### src/rtl/proc_test_pkg.sv
// Shared widths, FSM state encoding and port indices for the telescoping filter bank.
package proc_test_pkg;

  localparam int unsigned DATA_W   = 32;
  localparam int unsigned NSTG     = 5;
  localparam int unsigned NBAND    = NSTG + 1;
  localparam int unsigned OUT_EN_W = NSTG + 2;
  localparam int unsigned CNT_W    = 3;

  localparam int unsigned PORT_FIRST_BAND = 1;
  localparam int unsigned PORT_LAST_BAND  = NBAND;

  typedef enum logic [1:0] {
    S_REQ,
    S_CALC,
    S_OUT
  } state_t;

endpackage

### src/rtl/proc_test_00_avg2_stage.sv
// Two-tap averager: sign-extended add then arithmetic shift, i.e. floor((a+b)/2).
module avg2_stage
  import proc_test_pkg::*;
(
  input  logic signed [DATA_W-1:0] a,
  input  logic signed [DATA_W-1:0] b,
  output logic signed [DATA_W-1:0] avg_c
);

  logic signed [DATA_W:0] sum;

  // One guard bit keeps the sum exact; the halved result always fits DATA_W.
  assign sum   = (DATA_W+1)'(a) + (DATA_W+1)'(b);
  assign avg_c = DATA_W'(sum >>> 1);

endmodule

### src/rtl/proc_test_00.sv
// Six-band telescoping filter bank: one input request, five averager updates,
// six band strobes per sample, 12 cycles per sample.
module proc_test_00
  import proc_test_pkg::*;
(
  input  logic                       clk,
  input  logic                       rst,
  input  logic signed [DATA_W-1:0]   io_in,
  output logic signed [DATA_W-1:0]   io_out,
  output logic                       req_in,
  output logic [OUT_EN_W-1:0]        out_en
);

  localparam logic [CNT_W-1:0] SEL_FIRST = CNT_W'(PORT_FIRST_BAND);
  localparam logic [CNT_W-1:0] SEL_LAST  = CNT_W'(PORT_LAST_BAND);
  localparam logic [CNT_W-1:0] K_LAST    = CNT_W'(NSTG);

  state_t                    state, state_next;
  logic [CNT_W-1:0]          k, k_next, p, p_next;
  logic [CNT_W-1:0]          sel, stg_idx;
  logic                      req_next, cap, calc;
  logic [OUT_EN_W-1:0]       out_en_next;
  logic signed [DATA_W-1:0]  io_out_next, band_c, avg_c;
  logic signed [DATA_W-1:0]  cur  [NBAND];
  logic signed [DATA_W-1:0]  prev [NSTG];

  assign stg_idx = k - CNT_W'(1);

  avg2_stage u_avg (
    .a     (cur[stg_idx]),
    .b     (prev[stg_idx]),
    .avg_c (avg_c)
  );

  // Port whose band is registered at the coming edge.
  always_comb begin
    sel = SEL_FIRST;
    if (state == S_OUT) sel = p + CNT_W'(1);
  end

  always_comb begin
    band_c = cur[NSTG];
    if (sel != '0 && sel < SEL_LAST) band_c = cur[sel - CNT_W'(1)] - cur[sel];
  end

  always_comb begin
    state_next  = state;
    k_next      = k;
    p_next      = p;
    req_next    = 1'b0;
    out_en_next = '0;
    io_out_next = io_out;
    cap         = 1'b0;
    calc        = 1'b0;
    case (state)
      // req_in low here only right after reset: raise it before capturing.
      S_REQ: begin
        if (req_in) begin
          cap        = 1'b1;
          k_next     = CNT_W'(1);
          state_next = S_CALC;
        end else begin
          req_next = 1'b1;
        end
      end
      S_CALC: begin
        calc = 1'b1;
        if (k == K_LAST) begin
          p_next      = SEL_FIRST;
          state_next  = S_OUT;
          out_en_next = OUT_EN_W'(1) << sel;
          io_out_next = band_c;
        end else begin
          k_next = k + CNT_W'(1);
        end
      end
      S_OUT: begin
        if (p == SEL_LAST) begin
          state_next = S_REQ;
          req_next   = 1'b1;
        end else begin
          p_next      = sel;
          out_en_next = OUT_EN_W'(1) << sel;
          io_out_next = band_c;
        end
      end
      default: state_next = S_REQ;
    endcase
  end

  always_ff @(posedge clk or negedge rst) begin
    if (!rst) begin
      state  <= S_REQ;
      k      <= '0;
      p      <= '0;
      req_in <= 1'b0;
      out_en <= '0;
      io_out <= '0;
      for (int i = 0; i < NBAND; i++) cur[i] <= '0;
      for (int i = 0; i < NSTG; i++)  prev[i] <= '0;
    end else begin
      state  <= state_next;
      k      <= k_next;
      p      <= p_next;
      req_in <= req_next;
      out_en <= out_en_next;
      io_out <= io_out_next;
      if (cap) cur[0] <= io_in;
      if (calc) begin
        cur[k]        <= avg_c;
        prev[stg_idx] <= cur[stg_idx];
      end
    end
  end

endmodule

### config.mk
export PLATFORM = sky130hd
export DESIGN_NAME = proc_test_00
export DESIGN_NICKNAME = d
export VERILOG_FILES = /design/src/rtl/proc_test_pkg.sv /design/src/rtl/proc_test_00_avg2_stage.sv /design/src/rtl/proc_test_00.sv
export SDC_FILE = /design/constraint.sdc
export NUM_CORES = 1
export LEC_CHECK = 0
export ABC_AREA = 1
export BUFFER_PORTS_ARGS = -buffer_cell sky130_fd_sc_hd__buf_2
export CAP_MARGIN = 20
export CORE_UTILIZATION = 40
export DETAILED_ROUTE_END_ITERATION = 10
export GPL_TIMING_DRIVEN = 0
export MAX_ROUTING_LAYER = met4
export PLACE_DENSITY = 0.61
export SLEW_MARGIN = 5
export SYNTH_ARGS = -nofsm -noshare
export SYNTH_HDL_FRONTEND = slang
export SYNTH_SLANG_ARGS = --single-unit
### constraint.sdc
create_clock -name clk -period 5.7 [get_ports clk]
set_input_delay 0.57 -clock clk [delete_from_list [all_inputs] [get_ports clk]]
set_output_delay 0.57 -clock clk [all_outputs]
set_load 0.01 [all_outputs]
Word-level counts from Yosys, hierarchy flattened --
Index checks and enable logic that the tools add are counted.
Operators by class: $add $sub $neg 6, magnitude comparators 7, equal/unequal tests 9, shift operators 1, mux-type cells 44, bitwise operators 4, reduce and logical (&&, ||, !) cells 10
Operator list (number):
- 32-bit 2-to-1 mux | 14
- 32-bit binary-select mux with 3-bit select | 4
- 192-bit bitwise mux | 1
- 32-bit demux with 3-bit select | 2
- 192-bit 2-to-1 mux | 1
- 160-bit bitwise mux | 1
- 32-bit one-hot mux with 2 select lines | 1
- 32-bit by 32-bit adder with 33-bit output | 1
- 32-bit subtractor | 1
- 4-bit >= comparator (second input constant) | 4
- 3-bit NOT with 4-bit output | 4
- 3-bit 2-to-1 mux | 5
- 7-bit 2-to-1 mux | 2
- 7-bit one-hot mux with 2 select lines | 1
- 3-bit one-hot mux with 2 select lines | 2
- 3-bit AND reduction | 3
- 4-bit by 1-bit < comparator with 1-bit output (second input constant) | 2
- 2-bit != test (second input constant) | 4
- 1-bit by 3-bit left shift with 7-bit output (first input constant) | 1
- 3-bit by 1-bit adder with 3-bit output (second input constant) | 2
- 3-bit equality test (second input constant) | 2
- 2-bit 2-to-1 mux | 3
- 2-bit one-hot mux with 3 select lines | 1
- 3-bit by 1-bit subtractor with 3-bit output (second input constant) | 2
- 10 further kinds | 17
Storage, ports and cells: register bits after elaboration 400, input bits 34, output and inout port bits 40, word-level logic and storage cells 98

Logic depth before layout (Yosys ltp) --
depth in word-level cells 11, mapped depth 29, gate-level depth less buffers 26

By module --
From an unflattened synthesis, not the netlist that was laid out.
Second synthesis, totals: cells, all modules 3617, area, all modules 25733.4 µm²
By module, submodules not included:
- proc_test_00 | instances 1, cells each 3099, area an instance 23307.4 µm², sequential area each 10009.6 µm²
- avg2_stage | instances 1, cells each 518, area an instance 2426.1 µm², sequential area each 0.0 µm²

Worst setup path before layout --
No wires, ideal clock.
path type register to register, from reg p[0], to reg io_out[30], library setup time 121 ps, arrival time 4052 ps, required time 5579 ps, slack 1527 ps, cell stages (with the launch flop) 24, buffers on the path 3, period minus slack after synthesis 4173 ps, cell sequence dfrtp_1 ha_1 or2_2 nand3_1 buf_2 inv_1 buf_1 ha_1 inv_1 clkbuf_1 o21ai_0 ha_1 fa_1 o21ai_0 nand2_1 nand2_1 a21o_1 nand2_1 nand2_1 nand3_1 nand3_1 nand2_1 o21bai_1 nand2_1
Between the ends: longest elaborated chain between the ends 11, elaborated cells on any way between the ends 22, classes of those cells add/sub (3); order compare (1); eq/ne (2); mux (11); bitwise (2); reduce/logical (3)
Ends and longest elaborated chain:
- from (decl) | line proc_test_00.sv:19 | logic [CNT_W-1:0] k, k_next, p, p_next;
- from (signal assigned) | line proc_test_00.sv:104 | p <= p_next;
- 3-bit by 1-bit adder with 3-bit output | line proc_test_00.sv:38 | if (state == S_OUT) sel = p + CNT_W'(1);
- 3-bit 2-to-1 mux | line proc_test_00.sv:38
- 3-bit by 1-bit subtractor with 3-bit output | line proc_test_00.sv:43 | if (sel != '0 && sel < SEL_LAST) band_c = cur[sel - CNT_W'(1)] - cur[sel];
- 3-bit NOT with 4-bit output (implied by the code) | line proc_test_00.sv:43
- 32-bit binary-select mux with 3-bit select | line proc_test_00.sv:43
- 32-bit 2-to-1 mux (implied by the code) (2 in series) | line proc_test_00.sv:43
- 32-bit subtractor | line proc_test_00.sv:43
- 32-bit 2-to-1 mux | line proc_test_00.sv:43
- 32-bit 2-to-1 mux (on tied branches) | line proc_test_00.sv:78, proc_test_00.sv:68
- 32-bit one-hot mux with 2 select lines | line proc_test_00.sv:55 | case (state)
- to (signal assigned) | line proc_test_00.sv:107 | io_out <= io_out_next;
- to (decl) | line proc_test_00.sv:9 | output logic signed [DATA_W-1:0] io_out,
Parallel ways exist; a longest one is shown, timed or not. The select of a mux whose other input is x is not followed. A chain may end at the register's enable or synchronous reset.

Final worst setup path --
from reg k[0], to reg cur[127] (netlist name)
Between the ends: longest elaborated chain between the ends 7, elaborated cells on any way between the ends 16, classes of those cells add/sub (2); order compare (2); mux (9); bitwise (2); reduce/logical (1)
Ends and longest elaborated chain:
- from (decl) | line proc_test_00.sv:19
- from (signal assigned) | line proc_test_00.sv:103 | k <= k_next;
- 3-bit by 1-bit subtractor with 3-bit output | line proc_test_00.sv:27 | assign stg_idx = k - CNT_W'(1);
- 3-bit NOT with 4-bit output (implied by the code) | line proc_test_00.sv:30 | .a (cur[stg_idx]),
- 32-bit binary-select mux with 3-bit select | line proc_test_00.sv:30
- 32-bit 2-to-1 mux (implied by the code) (2 in series) | line proc_test_00.sv:30
- named net u_avg.a[1] | line proc_test_00_avg2_stage.sv:5 | input logic signed [DATA_W-1:0] a,
- 32-bit by 32-bit adder with 33-bit output | line proc_test_00_avg2_stage.sv:13 | assign sum = (DATA_W+1)'(a) + (DATA_W+1)'(b);
- 192-bit bitwise mux | line proc_test_00.sv:110 | cur[k] <= avg_c;
- to (signal, indexed assignment) | line proc_test_00.sv:110
- to (decl) | line proc_test_00.sv:24 | logic signed [DATA_W-1:0] cur [NBAND];
The timed path passes the listed nets, and every way through them passes these cells. The select of a mux whose other input is x is not followed.

==> impl_metrics.tcl <==
set metrics [dict create \
    run_status "finished clean" \
    grt_start_max_net_pins 111 \
    first_pass_iters 6 \
    fp.dieArea_sq_mm 0.06319 \
    seq_power_share 0.311 \
    worst-path-max-fanout 19 \
    period_needed_ps 5537 \
    top_ff_cell_synth "sky130_fd_sc_hd__dfrtp_1" \
    chipHeight_um 251.4 \
    gr-total-overflow 0 \
    layout.core_utilization 0.4567 \
    detail_route.vias_per_cell 5.751 \
    seqCellArea_sq_mm 0.01001 \
    grt_first_pass_wirelength_um 154700 \
    detail_route.drc_violations 0 \
    synth-edff-count 0 \
    p_leak_nw 13.18 \
    multiInputGateArea_sq_mm 0.01289 \
    commonest_cells_after_routing_fill_and_taps_aside "sky130_fd_sc_hd__nand2_1 (935), sky130_fd_sc_hd__o21ai_0 (465), sky130_fd_sc_hd__dfrtp_1 (400), sky130_fd_sc_hd__inv_1 (312), sky130_fd_sc_hd__nand3_1 (167)" \
    crit_type "register to register" \
    post_synth_num_cell_types 59 \
    max-clock-path-buffers 3 \
    clock_insertion_delay_worst_skew_ps 610 \
    crit_path_start_kind "register" \
    timing.critical_path.to_type "register" \
    final_replace_weighted_congestion 1.022 \
    fraction_of_registers_with_async_set_or_reset_after_synthesis 1.000 \
    fin_skew_ps 17.30 \
    drive_above_1_share 0.1050 \
    detailed_place_hpwl_um 80430 \
    p_clk_frac 0.220 \
    design_area_sq_mm 0.02813 \
    ys_seq_area_frac 0.4024 \
    cts_tree "yes" \
    setup-violations-final 0 \
    power.internal_mw 8.013 \
    placeable_core_region_sq_mm 0.06160 \
    cp.required_ps 6130 \
    hold_slack_ps 261.2 \
    antenna_found_initial 0 \
    final_antenna_net_count 0 \
    n_antenna_cell 0 \
    placed_area_sq_mm 0.02641 \
    wirelength_um 103900 \
    timing.max_cap.violations 0 \
    routed_wire_length_per_instance_um 24.09 \
    global_route.usage.total 0.3376 \
    final_nets 3549 \
    mappedNetlistArea_sq_mm 0.02488 \
    synthCells 3313 \
    cts_buffers 48 \
    hold_viol_final 0 \
    tightestPinTransition_ps 1082 \
    cts_num_sinks 400 \
    peakVddDrop_mv 0.2879 \
    power.share.switching 0.4680 \
    clockRootBuffer "sky130_fd_sc_hd__clkbuf_16" \
    fill_cells 6324 \
    worst_setup_hold_path_clk_slew_ps 60 \
    worst_ep_arrival_time_ps 5970 \
    via_count 24800 \
    final_min_period_over_clock_period 0.9714 \
    synth_register_bits 400 \
    area_delta_synth_final_pct 13.08 \
    cts-htree-levels 2 \
    synthesis.nets 3421 \
    yosys_warnings 0 \
    numPortBuffers 73 \
    p_comb_frac 0.469 \
    power-per-cell-area_mw_per_mm2 535.4 \
    rsz0062_at_grt "no" \
    fp-row-count 91 \
    sw_power_mw 7.048 \
    setup-tns-final_ps 0 \
    io-pin-count 74 \
    first_iter_violations 3210 \
    clock.fmax_ghz 0.1806 \
    post_synth.cell_area_avg_sq_um 7.509 \
    initial_core_util 0.4039 \
    die_width_um 251.4 \
    grt_pass1_vias 23650 \
    final_common_cell "sky130_fd_sc_hd__nand2_1" \
    power_mw 15.06 \
    min_path_type "input port to register" \
    worst_slew_margin_rel 0.2732 \
    timing_max_transition_violations_final 0 \
]
-- layout make-up --
cell class,count,area share
sequential,400,0.3558
tap,837,0.03723
clock inverter,19,0.01010
inverter,323,0.04323
timing repair buffer,80,0.01815
clock buffer,65,0.04892
buffer,185,0.02846
multi-input combinational,2403,0.4581
-- cell usage after synthesis (9+ instances only) --
library cell,n,area share
sky130_fd_sc_hd__a21o_1,11,0.0033
sky130_fd_sc_hd__xnor2_1,13,0.0046
sky130_fd_sc_hd__nor2_1,122,0.018
sky130_fd_sc_hd__nor3_1,17,0.0034
sky130_fd_sc_hd__xor2_1,15,0.0053
sky130_fd_sc_hd__o221ai_1,13,0.0046
sky130_fd_sc_hd__a221oi_1,10,0.0035
sky130_fd_sc_hd__inv_2,9,0.0014
sky130_fd_sc_hd__o21ai_0,466,0.094
sky130_fd_sc_hd__clkbuf_1,126,0.019
sky130_fd_sc_hd__a21oi_1,134,0.027
sky130_fd_sc_hd__o211ai_1,42,0.013
sky130_fd_sc_hd__nand3_1,167,0.034
sky130_fd_sc_hd__buf_2,40,0.0080
sky130_fd_sc_hd__mux2i_1,11,0.0044
sky130_fd_sc_hd__o21ai_1,38,0.0076
sky130_fd_sc_hd__nand2_2,14,0.0035
sky130_fd_sc_hd__nand2_1,935,0.14
sky130_fd_sc_hd__dfrtp_1,400,0.40
sky130_fd_sc_hd__nand4_1,9,0.0023
sky130_fd_sc_hd__buf_1,12,0.0018
sky130_fd_sc_hd__mux2_2,67,0.030
sky130_fd_sc_hd__a22oi_1,41,0.012
sky130_fd_sc_hd__ha_1,72,0.036
sky130_fd_sc_hd__o22ai_1,82,0.021
sky130_fd_sc_hd__inv_1,313,0.047
sky130_fd_sc_hd__o2111ai_2,10,0.0060
-- power by group through the flow --
stage | registers (mW) | logic, mW | clock network (mW)
finish | 4.69 | 7.06 | 3.31
global route | 4.79 | 7.70 | 3.45
CTS | 4.64 | 6.85 | 3.35
detailed placement | 4.68 | 6.79 | 0
global placement | 4.66 | 6.77 | 0
floorplan | 4.47 | 4.43 | 0
-- per-stage QoR --
step | setup WS [ps] | cells
finish | 162.9 | 4312
global route | 12.79 | 4312
CTS | 92.90 | 4310
detailed placement | -517.7 | 4227
global placement | -4403 | 4223
floorplan | 1527 | 3313
-- kinds of logic after synthesis --
| kind of cell | Yosys count | synth area share |
|---|---|---|
| AND/OR/NAND/NOR | 1305 | 0.2165 |
| XOR/XNOR | 31 | 0.01182 |
| buffers and inverters | 510 | 0.08062 |
| multiplexers | 78 | 0.03475 |
| flip-flops | 400 | 0.4024 |
| adder cells (fa/ha/maj) | 74 | 0.03782 |
| AO/OA/AOI/OAI | 915 | 0.2162 |
-- registers in the layout (all words and copies together), names as in the netlist --
signal	cells
out_en	7
cur	192
io_out	32
k	3
state	2
prev	160
p	3
req_in	1
-- routing by layer --
layer  part of all wire  global-route usage
met1               0.42              0.4473
met4              0.047              0.1533
met3              0.089             0.04763
met5                  0                   -
met2               0.44              0.5115
-- path summary, 6_finish.rpt --
check                           startpoint          to  slack [ps]  cells after the start
worst max-delay path                  k[0]    cur[127]         160                     26
worst min-delay path              io_in[8]    cur[168]         260                      3
worst max register to register        k[0]    cur[127]         160                     26
worst min register to register  io_out[27]  io_out[27]         470                      2
max in group asynchronous              rst   prev[122]        3520                      5
min in group asynchronous              rst   io_out[6]         410                      2
-- critical path, stage by stage, from the launching register on --
cell and delay (ps):
sky130_fd_sc_hd__dfrtp_1 390, sky130_fd_sc_hd__buf_4 220, sky130_fd_sc_hd__inv_2 80, sky130_fd_sc_hd__buf_6 180, sky130_fd_sc_hd__ha_1 390, sky130_fd_sc_hd__inv_2 200
sky130_fd_sc_hd__nor2_8 80, sky130_fd_sc_hd__buf_2 260, sky130_fd_sc_hd__nand2_1 120, sky130_fd_sc_hd__o21ai_0 140, sky130_fd_sc_hd__nand2_1 100, sky130_fd_sc_hd__o2111ai_1 480
sky130_fd_sc_hd__fa_1 640, sky130_fd_sc_hd__nand2_1 90, sky130_fd_sc_hd__nand2_1 60, sky130_fd_sc_hd__o21ai_1 160, sky130_fd_sc_hd__o21ai_2 180, sky130_fd_sc_hd__a21oi_1 410
sky130_fd_sc_hd__inv_1 110, sky130_fd_sc_hd__nand2_1 80, sky130_fd_sc_hd__nand2_1 110, sky130_fd_sc_hd__nand3_1 180, sky130_fd_sc_hd__nand2_1 80, sky130_fd_sc_hd__nand2_1 120
sky130_fd_sc_hd__nand2_1 230, sky130_fd_sc_hd__nand2_1 120, sky130_fd_sc_hd__o21ai_0 140
-- what timing repair did --
action,4_1_cts,5_1_grt
setup buffers,0,2
hold endpoints to repair,29,0
gates resized for setup,7,17
hold buffers,1,0
endpoints found under the setup margin,121,49
Note: power is estimated with default switching activity, not from simulation.
